==> config.mk <==
export PLATFORM = sky130hd
export DESIGN_NAME = unidade_busca
export DESIGN_NICKNAME = d
export VERILOG_FILES = /design/src/rtl/unidade_busca.sv
export SDC_FILE = /design/constraint.sdc
export NUM_CORES = 1
export LEC_CHECK = 0
export ABC_AREA = 1
export ABC_CLOCK_PERIOD_IN_PS = 2300
export CAP_MARGIN = 10
export CORE_MARGIN = 5
export CORE_UTILIZATION = 40
export DETAILED_ROUTE_END_ITERATION = 16
export PLACE_DENSITY = 0.74
export RECOVER_POWER = 50
export SYNTH_ARGS = -nofsm -noshare
export SYNTH_HDL_FRONTEND = slang
export SYNTH_SLANG_ARGS = --single-unit
==> constraint.sdc <==
create_clock -name clock -period 2.3 [get_ports clock]
set_input_delay 0.23 -clock clock [delete_from_list [all_inputs] [get_ports clock]]
set_output_delay 0.23 -clock clock [all_outputs]
set_load 0.02 [all_outputs]
==> src/rtl/unidade_busca.sv <==
// unidade_busca: instruction fetch stage feeding the control unit.
// Keeps the PC, issues single-outstanding word fetches over req/ready,
// buffers responses in an IF/ID register backed by a one-entry skid buffer,
// and handles downstream stalls and branch/jump redirects.
module unidade_busca #(
  parameter int unsigned       DATA_W   = 32,
  parameter logic [DATA_W-1:0] RESET_PC = '0,
  parameter int unsigned       PC_STEP  = 4
) (
  input  logic              clock,
  input  logic              reset,
  input  logic              redirect_valid,
  input  logic [DATA_W-1:0] redirect_pc,
  output logic              imem_req,
  output logic [DATA_W-1:0] imem_addr,
  input  logic              imem_ready,
  input  logic [DATA_W-1:0] imem_data,
  input  logic              id_ready,
  output logic              if_valid,
  output logic [DATA_W-1:0] if_instr,
  output logic [DATA_W-1:0] if_pc,
  output logic [DATA_W-1:0] if_pc4,
  output logic [5:0]        if_opcode
);

  localparam logic [1:0] S_IDLE  = 2'd0;
  localparam logic [1:0] S_FETCH = 2'd1;
  localparam logic [1:0] S_WAIT  = 2'd2;

  // Registered state
  logic [1:0]        r_state;
  logic [DATA_W-1:0] r_pc;
  logic              r_req;
  logic [DATA_W-1:0] r_addr;
  logic              r_valid;
  logic [DATA_W-1:0] r_instr;
  logic [DATA_W-1:0] r_ifpc;
  logic              r_skid_valid;
  logic [DATA_W-1:0] r_skid_instr;
  logic [DATA_W-1:0] r_skid_pc;
  logic              r_discard;

  // Next-state values
  logic [1:0]        w_state;
  logic [DATA_W-1:0] w_pc;
  logic              w_req;
  logic [DATA_W-1:0] w_addr;
  logic              w_valid;
  logic [DATA_W-1:0] w_instr;
  logic [DATA_W-1:0] w_ifpc;
  logic              w_skid_valid;
  logic [DATA_W-1:0] w_skid_instr;
  logic [DATA_W-1:0] w_skid_pc;
  logic              w_discard;

  logic [DATA_W-1:0] w_step;
  logic [DATA_W-1:0] w_redir_pc;
  logic [DATA_W-1:0] w_addr_next;

  assign w_step      = DATA_W'(PC_STEP);
  assign w_redir_pc  = redirect_pc & ~DATA_W'(3);
  assign w_addr_next = r_addr + w_step;

  // Next-state logic: redirect has priority over responses and consumption
  always_comb begin
    w_state      = r_state;
    w_pc         = r_pc;
    w_req        = r_req;
    w_addr       = r_addr;
    w_valid      = r_valid;
    w_instr      = r_instr;
    w_ifpc       = r_ifpc;
    w_skid_valid = r_skid_valid;
    w_skid_instr = r_skid_instr;
    w_skid_pc    = r_skid_pc;
    w_discard    = r_discard;

    if (id_ready) begin
      w_valid = 1'b0;
    end

    if (redirect_valid) begin
      w_valid      = 1'b0;
      w_skid_valid = 1'b0;
      w_pc         = w_redir_pc;
      if (r_state == S_FETCH) begin
        if (imem_ready) begin
          // Response lands now: drop it and go straight to the target.
          w_addr    = w_redir_pc;
          w_req     = 1'b1;
          w_discard = 1'b0;
        end else begin
          // Address must stay put until the stale response arrives.
          w_discard = 1'b1;
        end
      end else begin
        w_req   = 1'b1;
        w_addr  = w_redir_pc;
        w_state = S_FETCH;
      end
    end else begin
      case (r_state)
        S_IDLE: begin
          w_req   = 1'b1;
          w_addr  = r_pc;
          w_state = S_FETCH;
        end
        S_FETCH: begin
          if (imem_ready) begin
            if (r_discard) begin
              w_discard = 1'b0;
              w_addr    = r_pc;
            end else begin
              if (!r_valid || id_ready) begin
                w_valid = 1'b1;
                w_instr = imem_data;
                w_ifpc  = r_addr;
              end else begin
                w_skid_valid = 1'b1;
                w_skid_instr = imem_data;
                w_skid_pc    = r_addr;
              end
              w_pc = w_addr_next;
              if (w_skid_valid) begin
                w_req   = 1'b0;
                w_state = S_WAIT;
              end else begin
                w_addr = w_addr_next;
              end
            end
          end
        end
        S_WAIT: begin
          if (id_ready) begin
            w_valid      = 1'b1;
            w_instr      = r_skid_instr;
            w_ifpc       = r_skid_pc;
            w_skid_valid = 1'b0;
            w_req        = 1'b1;
            w_addr       = r_pc;
            w_state      = S_FETCH;
          end
        end
        default: begin
          w_state = S_IDLE;
          w_req   = 1'b0;
        end
      endcase
    end
  end

  // State registers with synchronous reset
  always_ff @(posedge clock) begin
    if (reset) begin
      r_state      <= S_IDLE;
      r_pc         <= RESET_PC;
      r_req        <= 1'b0;
      r_addr       <= '0;
      r_valid      <= 1'b0;
      r_instr      <= '0;
      r_ifpc       <= '0;
      r_skid_valid <= 1'b0;
      r_skid_instr <= '0;
      r_skid_pc    <= '0;
      r_discard    <= 1'b0;
    end else begin
      r_state      <= w_state;
      r_pc         <= w_pc;
      r_req        <= w_req;
      r_addr       <= w_addr;
      r_valid      <= w_valid;
      r_instr      <= w_instr;
      r_ifpc       <= w_ifpc;
      r_skid_valid <= w_skid_valid;
      r_skid_instr <= w_skid_instr;
      r_skid_pc    <= w_skid_pc;
      r_discard    <= w_discard;
    end
  end

  assign imem_req  = r_req;
  assign imem_addr = r_addr;
  assign if_valid  = r_valid;
  assign if_instr  = r_instr;
  assign if_pc     = r_ifpc;
  assign if_pc4    = r_ifpc + w_step;
  assign if_opcode = r_valid ? r_instr[DATA_W-1 -: 6] : 6'b111111;

endmodule

==> results of run 1 <==
==> worst max-delay path, cell delays in order (launching register included) <==
cell     delay (ps)
dfxtp_2         340
ha_2            180
nand2_2          70
nor3b_4         200
nand2_2         120
nor2_4          140
inv_2            40
nor2_2           80
xor2_1          190
buf_4           170
==> stage by stage <==
step | setup TNS (ps) | worst slack, ps | area [sq um] | utilization (%) | total power [mW]
after floorplan | 0 | 264 | 9830 | - | 7.22
after global placement | 0 | 50.0 | 12400 | 51.0 | 9.50
after detailed placement | 0 | 34.1 | 12400 | 51.0 | 9.56
after CTS | 0 | 8.07 | 13000 | 53.6 | 12.5
after global routing | -66.3 | -32.7 | 13000 | 53.6 | 13.0
final | 0 | 77.8 | 13000 | 53.6 | 12.3
==> report_power, final <==
part	switching [mW]	total, mW	leakage [nW]	internal (mW)
logic	2.88	4.71	3.48	1.82
clock network	1.56	3.04	0.296	1.48
registers	0.600	4.56	1.62	3.96
total	5.04	12.3	5.39	7.26
==> state kept, by name, summed over array words and instances (netlist names) <==
register	count
imem_addr	32
r_skid_valid	1
r_skid_instr	32
if_valid	1
if_instr	32
imem_req	1
r_discard	1
r_state	2
r_skid_pc	32
if_pc	32
r_pc	32
==> kinds of logic (layout without fill, tap and decap cells) <==
group,Yosys count,in the layout
AOI/OAI and AO/OA,370,370
and+or+nand+nor,642,642
adders and majority gates,6,6
buffers and inverters,188,398
xor gates and xnor gates,39,39
DFF,198,198
==> metal layers <==
| layer | vias to the layer above | share of wire (%) |
|---|---|---|
| li1 | 5111 | - |
| met3 | 34 | 6.5 |
| met2 | 340 | 45 |
| met4 | 0 | 1.2 |
| met1 | 4695 | 47 |
| met5 | - | 0 |
==> final cells by class <==
cell class / instances / area share, %
flip-flops and latches: 198 / 30.6
inverters: 102 / 2.97
multi-input cells: 1057 / 39.3
well taps: 324 / 3.12
clock buffers: 17 / 3.28
clock inverters: 15 / 1.43
repair buffers: 264 / 19.3
==> how the worst max path moves through the flow <==
| stage | start | to | slack [ps] |
|---|---|---|---|
| CTS | if_pc[8] | if_pc4[19] | 8 |
| detailed placement | if_pc[3] | if_pc4[16] | 30 |
| floorplan | if_pc[2] | if_pc4[16] | 260 |
| global placement | if_pc[2] | if_pc4[16] | 50 |
| finish | if_pc[3] | if_pc4[16] | 80 |
| global route | if_pc[3] | if_pc4[16] | -30 |
==> Yosys cell counts <==
cell / count
or2_2: 9
buf_2: 20
nor3_2: 3
ha_1: 6
a211oi_1: 1
inv_2: 13
nor2_2: 9
inv_1: 87
buf_1: 3
a21oi_1: 107
a41oi_1: 1
o21ai_0: 147
and2_1: 3
buf_4: 18
nand2_1: 342
nand2_2: 9
nand4_1: 8
buf_6: 4
nand2_4: 1
dfxtp_1: 198
clkinv_1: 2
nand3b_1: 4
xor2_1: 26
nor2_1: 193
nor3b_4: 1
clkbuf_1: 41
a31oi_1: 55
xnor2_1: 13
nand3_1: 40
nor2_4: 9
nor3_1: 11
o21ai_1: 59
==> repair_timing <==
| action | 4_1_cts | 5_1_grt |
|---|---|---|
| pin swaps | 1 | 3 |
| setup endpoints to repair | 27 | 22 |
| setup buffers | 0 | 1 |
| gates resized for setup | 71 | 35 |
==> metrics.md, run 1 <==
| Metric | Value |
|---|---|
| Worst Hold End | `if_instr[29]` |
| Setup Skew | `18.5 ps` |
| Initial antenna violation count | `0` |
| RSZ-0062 raised after global routing | `true` |
| Die height | `167 um` |
| Post-Synth XOR/XNOR Area | `3.48%` |
| Largest family of logic cells by synthesized area | `simple AND/OR/NAND/NOR gates` |
| GRT Util Overall | `21.5%` |
| Synthesized area | `0.00983 sq mm` |
| Met1 Use GR | `29.6%` |
| Initial Util | `40.5%` |
| Nets | `1715` |
| Via/cell ratio | `5.15` |
| Setup violators final | `0` |
| Num CTS Buffers | `17` |
| R2R cell count | `9` |
| Hold Fails Final Rpt | `0` |
| Post-Place Cells | `1944` |
| FILL cells | `2316` |
| Synth Area in Compound Gates | `19.6%` |
| Critical Path Source Type | `flop` |
| IO Pins | `205` |
| Gr ovfl total | `0` |
| Num Clock Sinks | `198` |
| Mux cell area share after synthesis | `0%` |
| Area contributors post-synth | `dfxtp_1 (40%), nand2_1 (13%), o21ai_0 (7.5%), nor2_1 (7.4%), a21oi_1 (5.4%)` |
| First-pass GRT wire length | `49.7 mm` |
| Crit Path Class | `reg2out` |
| Layout area overhead | `32.1%` |
| Worst R2R Setup Slack | `140 ps` |
| Hold path startpoint | `imem_data[29]` |
| Max-slew violation count | `0` |
| Htree depth | `4` |
| Post-Synth Adder-Cell Area | `0.764%` |
| Commonest non-fill, non-tap cell in the layout | `nand2_1` |
| Core area | `0.0242 sq mm` |
| Slew margin rel. | `57.1%` |
| Post-DRT Antenna Nets | `0` |
| Die W | `167 um` |
| Via count of the first global-routing pass | `9515` |
| Hold depth | `3` |
| Clk_lat worst skew | `450 ps` |
| Starting DRT DRC Count | `966` |
| Worst Tran Pin Value | `644 ps` |
| #FFs+latches synth | `198` |
| Met2 usage | `34.7%` |
| Antenna Diode Count | `0` |
| Post-Synth Simple-Gate Area | `27.4%` |
| Yosys warnings | `0` |
| Gpl congestion | `0.941` |
| Worst Path Arrival | `1990 ps` |
| Synth cell types | `32` |
| Clk slew on worst S/H paths | `80 ps` |
| Crit path required time | `2070 ps` |
| Clock Tree Root | `clkbuf_16` |
| Die area | `0.0278 sq mm` |
| P_leak | `5.39 nW` |
| Run status | `completed` |
| Detailed-route DRC error count | `0` |
| Vias | `10180` |
| DR pass1 iterations | `5` |
| Area leader, netlist | `dfxtp_1` |
| Hold crit path type | `in2reg` |
| Max_cap viols | `0` |
| Final WL | `30.7 mm` |
| Met3 Use GR | `4.43%` |
| Yosys top cell area share | `40.3%` |
| Hold Buf Count CTS | `0` |
| GRT busiest layer | `met2` |
| Multi-input gate area | `0.00511 sq mm` |
| HPWL Detailed | `22.2 mm` |
| Final period util | `96.6%` |
| Syn_nets | `1518` |
| Sequential Area | `0.00397 sq mm` |
| Highest clock rate | `450 MHz` |
| Share of cells above drive strength 1 | `10.9%` |
| Post-synthesis sequential area ratio | `40.3%` |
| Most frequent cells in the layout | `nand2_1 (341), nor2_1 (191), dfxtp_1 (191), o21ai_0 (156), a21oi_1 (107)` |
| Power per cell area | `947 mW/mm^2` |
| Final min period | `2220 ps` |
| Cells after Synth | `1443` |
| Port Buffers | `202` |
| Critical Path Fanout Max | `3` |
| Largest net degree at the start of global routing | `75` |
| Crit. End Element | `output pin` |
| Reg-to-Reg Start | `r_state[1]` |
| CTS tree | `built` |
| Deepest clock path buffer count | `2` |
| FF-to-FF End | `r_pc[8]` |
| Std-Cell Rows | `57` |
| Hold_ws | `380 ps` |
| Routed len/inst | `15.5 um` |
| VDD IR max | `0.443 mV` |
| Fin cells | `1977` |
| Mean Syn Cell Area | `6.81 sq um` |
Note: power is estimated with default switching activity, not from simulation.
==> run 2, diff against run 1 <==
--- a/config.mk
+++ b/config.mk
@@ -11,6 +11,7 @@
 export CORE_MARGIN = 5
 export CORE_UTILIZATION = 40
 export DETAILED_ROUTE_END_ITERATION = 16
+export HOLD_SLACK_MARGIN = 0.05
 export PLACE_DENSITY = 0.74
 export RECOVER_POWER = 50
 export SYNTH_ARGS = -nofsm -noshare
==> results of run 2 <==
No change in the layout: final DEF, timing and power equal those of run 1.
==> run 3, diff against run 2 <==
--- a/config.mk
+++ b/config.mk
@@ -11,7 +11,8 @@
 export CORE_MARGIN = 5
 export CORE_UTILIZATION = 40
 export DETAILED_ROUTE_END_ITERATION = 16
-export HOLD_SLACK_MARGIN = 0.05
+export GPL_TIMING_DRIVEN = 0
+export HOLD_SLACK_MARGIN = 0.06
 export PLACE_DENSITY = 0.74
 export RECOVER_POWER = 50
 export SYNTH_ARGS = -nofsm -noshare
==> metrics.md, run 3 (synthesized netlist as in run 1, its figures left out) <==
| Metric | Value |
|---|---|
| Critical Path Fanout Max | `4` |
| Hold_ws | `118 ps` |
| Core area | `0.0242 sq mm` |
| Max_cap viols | `0` |
| Hold Fails Final Rpt | `0` |
| Multi-input gate area | `0.00516 sq mm` |
| Highest clock rate | `442 MHz` |
| FILL cells | `2318` |
| Layout area overhead | `32.7%` |
| Starting DRT DRC Count | `1022` |
| Hold crit path type | `in2reg` |
| VDD IR max | `0.463 mV` |
| Psw | `5.20 mW` |
| Switching share of total power | `41.5%` |
| Clk network pwr share | `24.1%` |
| Power per cell area | `961 mW/mm^2` |
| Crit. End Element | `output pin` |
| Clock Tree Root | `clkbuf_16` |
| Share of cells above drive strength 1 | `12.1%` |
| CTS tree | `built` |
| Crit path required time | `2070 ps` |
| Sequential Area | `0.00404 sq mm` |
| HPWL Detailed | `25.8 mm` |
| Met2 usage | `38.9%` |
| Met3 Use GR | `4.17%` |
| Final min period | `2260 ps` |
| Critical Path Source Type | `flop` |
| P_leak | `5.23 nW` |
| Clk_lat worst skew | `450 ps` |
| Num CTS Buffers | `17` |
| Slew margin rel. | `53.4%` |
| Nets | `1746` |
| DR pass1 iterations | `5` |
| Routed len/inst | `17.0 um` |
| Worst R2R Setup Slack | `120 ps` |
| P_int | `7.33 mW` |
| Fin worst setup slack | `37.2 ps` |
| Deepest clock path buffer count | `2` |
| GRT Util Overall | `23.7%` |
| Antenna Diode Count | `0` |
| Most frequent cells in the layout | `nand2_1 (336), nor2_1 (188), dfxtp_1 (171), o21ai_0 (147), clkdlybuf4s50_1 (142)` |
| First-pass GRT wire length | `53.8 mm` |
| Via count of the first global-routing pass | `10107` |
| Die area | `0.0278 sq mm` |
| Initial antenna violation count | `0` |
| Vias | `10587` |
| Std-Cell Rows | `57` |
| Final WL | `34.1 mm` |
| Setup violators final | `0` |
| Pwr Total | `12.5 mW` |
| Initial Util | `40.5%` |
| Hold Buf Count CTS | `0` |
| Post-DRT Antenna Nets | `0` |
| Clk slew on worst S/H paths | `70 ps` |
| Detailed-route DRC error count | `0` |
| Worst Tran Pin Value | `698 ps` |
| Largest net degree at the start of global routing | `22` |
| Commonest non-fill, non-tap cell in the layout | `nand2_1` |
| Num Clock Sinks | `198` |
| Final period util | `98.4%` |
| Logic gate share of total power | `37.5%` |
| Sequential Power Share | `38.3%` |
| Max-slew violation count | `0` |
| Run status | `completed` |
| Port Buffers | `200` |
| Gr ovfl total | `0` |
| IO Pins | `205` |
| Setup Skew | `14.3 ps` |
| Via/cell ratio | `5.27` |
| RSZ-0062 raised after global routing | `true` |
| Met1 Use GR | `31.9%` |
| Die W | `167 um` |
| Die height | `167 um` |
| Crit Path Class | `reg2out` |
| Htree depth | `4` |
| GRT busiest layer | `met2` |
| Worst Path Arrival | `2030 ps` |
| Gpl congestion | `0.920` |
| Place WS | `-293 ps` |
run 3: cell types whose count changed in the layout (fill, tap and decap cells not counted), moves of 4 or more:
| cell | change |
|---|---|
| dfxtp_1 | -20 |
| buf_6 | +4 |
| buf_4 | -26 |
| nand2_2 | +4 |
| buf_2 | +21 |
| nand2_1 | -5 |
| dfxtp_2 | +4 |
| dfxtp_4 | +16 |
| o21ai_0 | -9 |
| clkbuf_1 | +38 |
| clkdlybuf4s50_1 | +69 |
| dlygate4sd3_1 | -68 |
| o21ai_1 | +9 |
| buf_12 | -7 |
run 3: final timing paths:
path,depth (start not counted),end,start
worst min-delay path,3,r_discard,redirect_valid
worst max-delay path,9,if_pc4[16],if_pc[3]
worst max register to register,9,imem_addr[25],r_state[1]
worst min register to register,2,imem_req,imem_req
run 3: layer usage:
| layer | up-vias | part of all wire, % |
|---|---|---|
| li1 | 5185 | - |
| met1 | 4882 | 44 |
| met2 | 472 | 46 |
| met3 | 48 | 8.0 |
| met4 | 0 | 2.2 |
| met5 | - | 0 |
run 3: critical path, cell delays in order (launching register included):
cell,delay [ps]
dfxtp_4,400
ha_4,170
nand2_4,60
nor3b_4,250
nand2_2,130
nor2_4,160
inv_2,50
nor2_2,80
xor2_1,140
buf_4,160
run 3: final cells by class:
cell class	count	area share, %
Timing Repair Buffer	210	15.4
Tap cell	324	3.11
Clock buffer	17	3.26
Sequential cell	198	31.0
Multi-Input combinational cell	1057	39.5
Clock inverter	15	1.36
Inverter	102	2.93
Buffer	85	3.40
run 3: metrics by stage:
| stage | area (sq um) | instances | TNS [ps] | util [%] |
|---|---|---|---|---|
| finish | 13000 | 2008 | 0 | 53.8 |
| global route | 13000 | 2008 | -248 | 53.8 |
| CTS | 12900 | 2002 | -6.34 | 53.3 |
| detailed placement | 12200 | 1967 | -1840 | 50.5 |
| global placement | 12200 | 1967 | -1630 | 50.5 |
| floorplan | 9830 | 1443 | 0 | - |
run 3: what timing repair did:
action	CTS	global route
cloned	0	0
pin swaps	1	8
endpoints found under the setup margin	26	32
resized for setup	111	43
buffers inserted	4	6
run 3: power groups by stage:
stage / Sequential (mW) / Clock (mW) / Combinational [mW]
5_1_grt: 4.87 / 3.18 / 5.10
4_1_cts: 4.78 / 3.03 / 4.71
2_1_floorplan: 5.04 / 0 / 2.18
3_5_place_dp: 4.80 / 0 / 4.73
3_3_place_gp: 4.79 / 0 / 4.68
6_report: 4.80 / 3.02 / 4.70
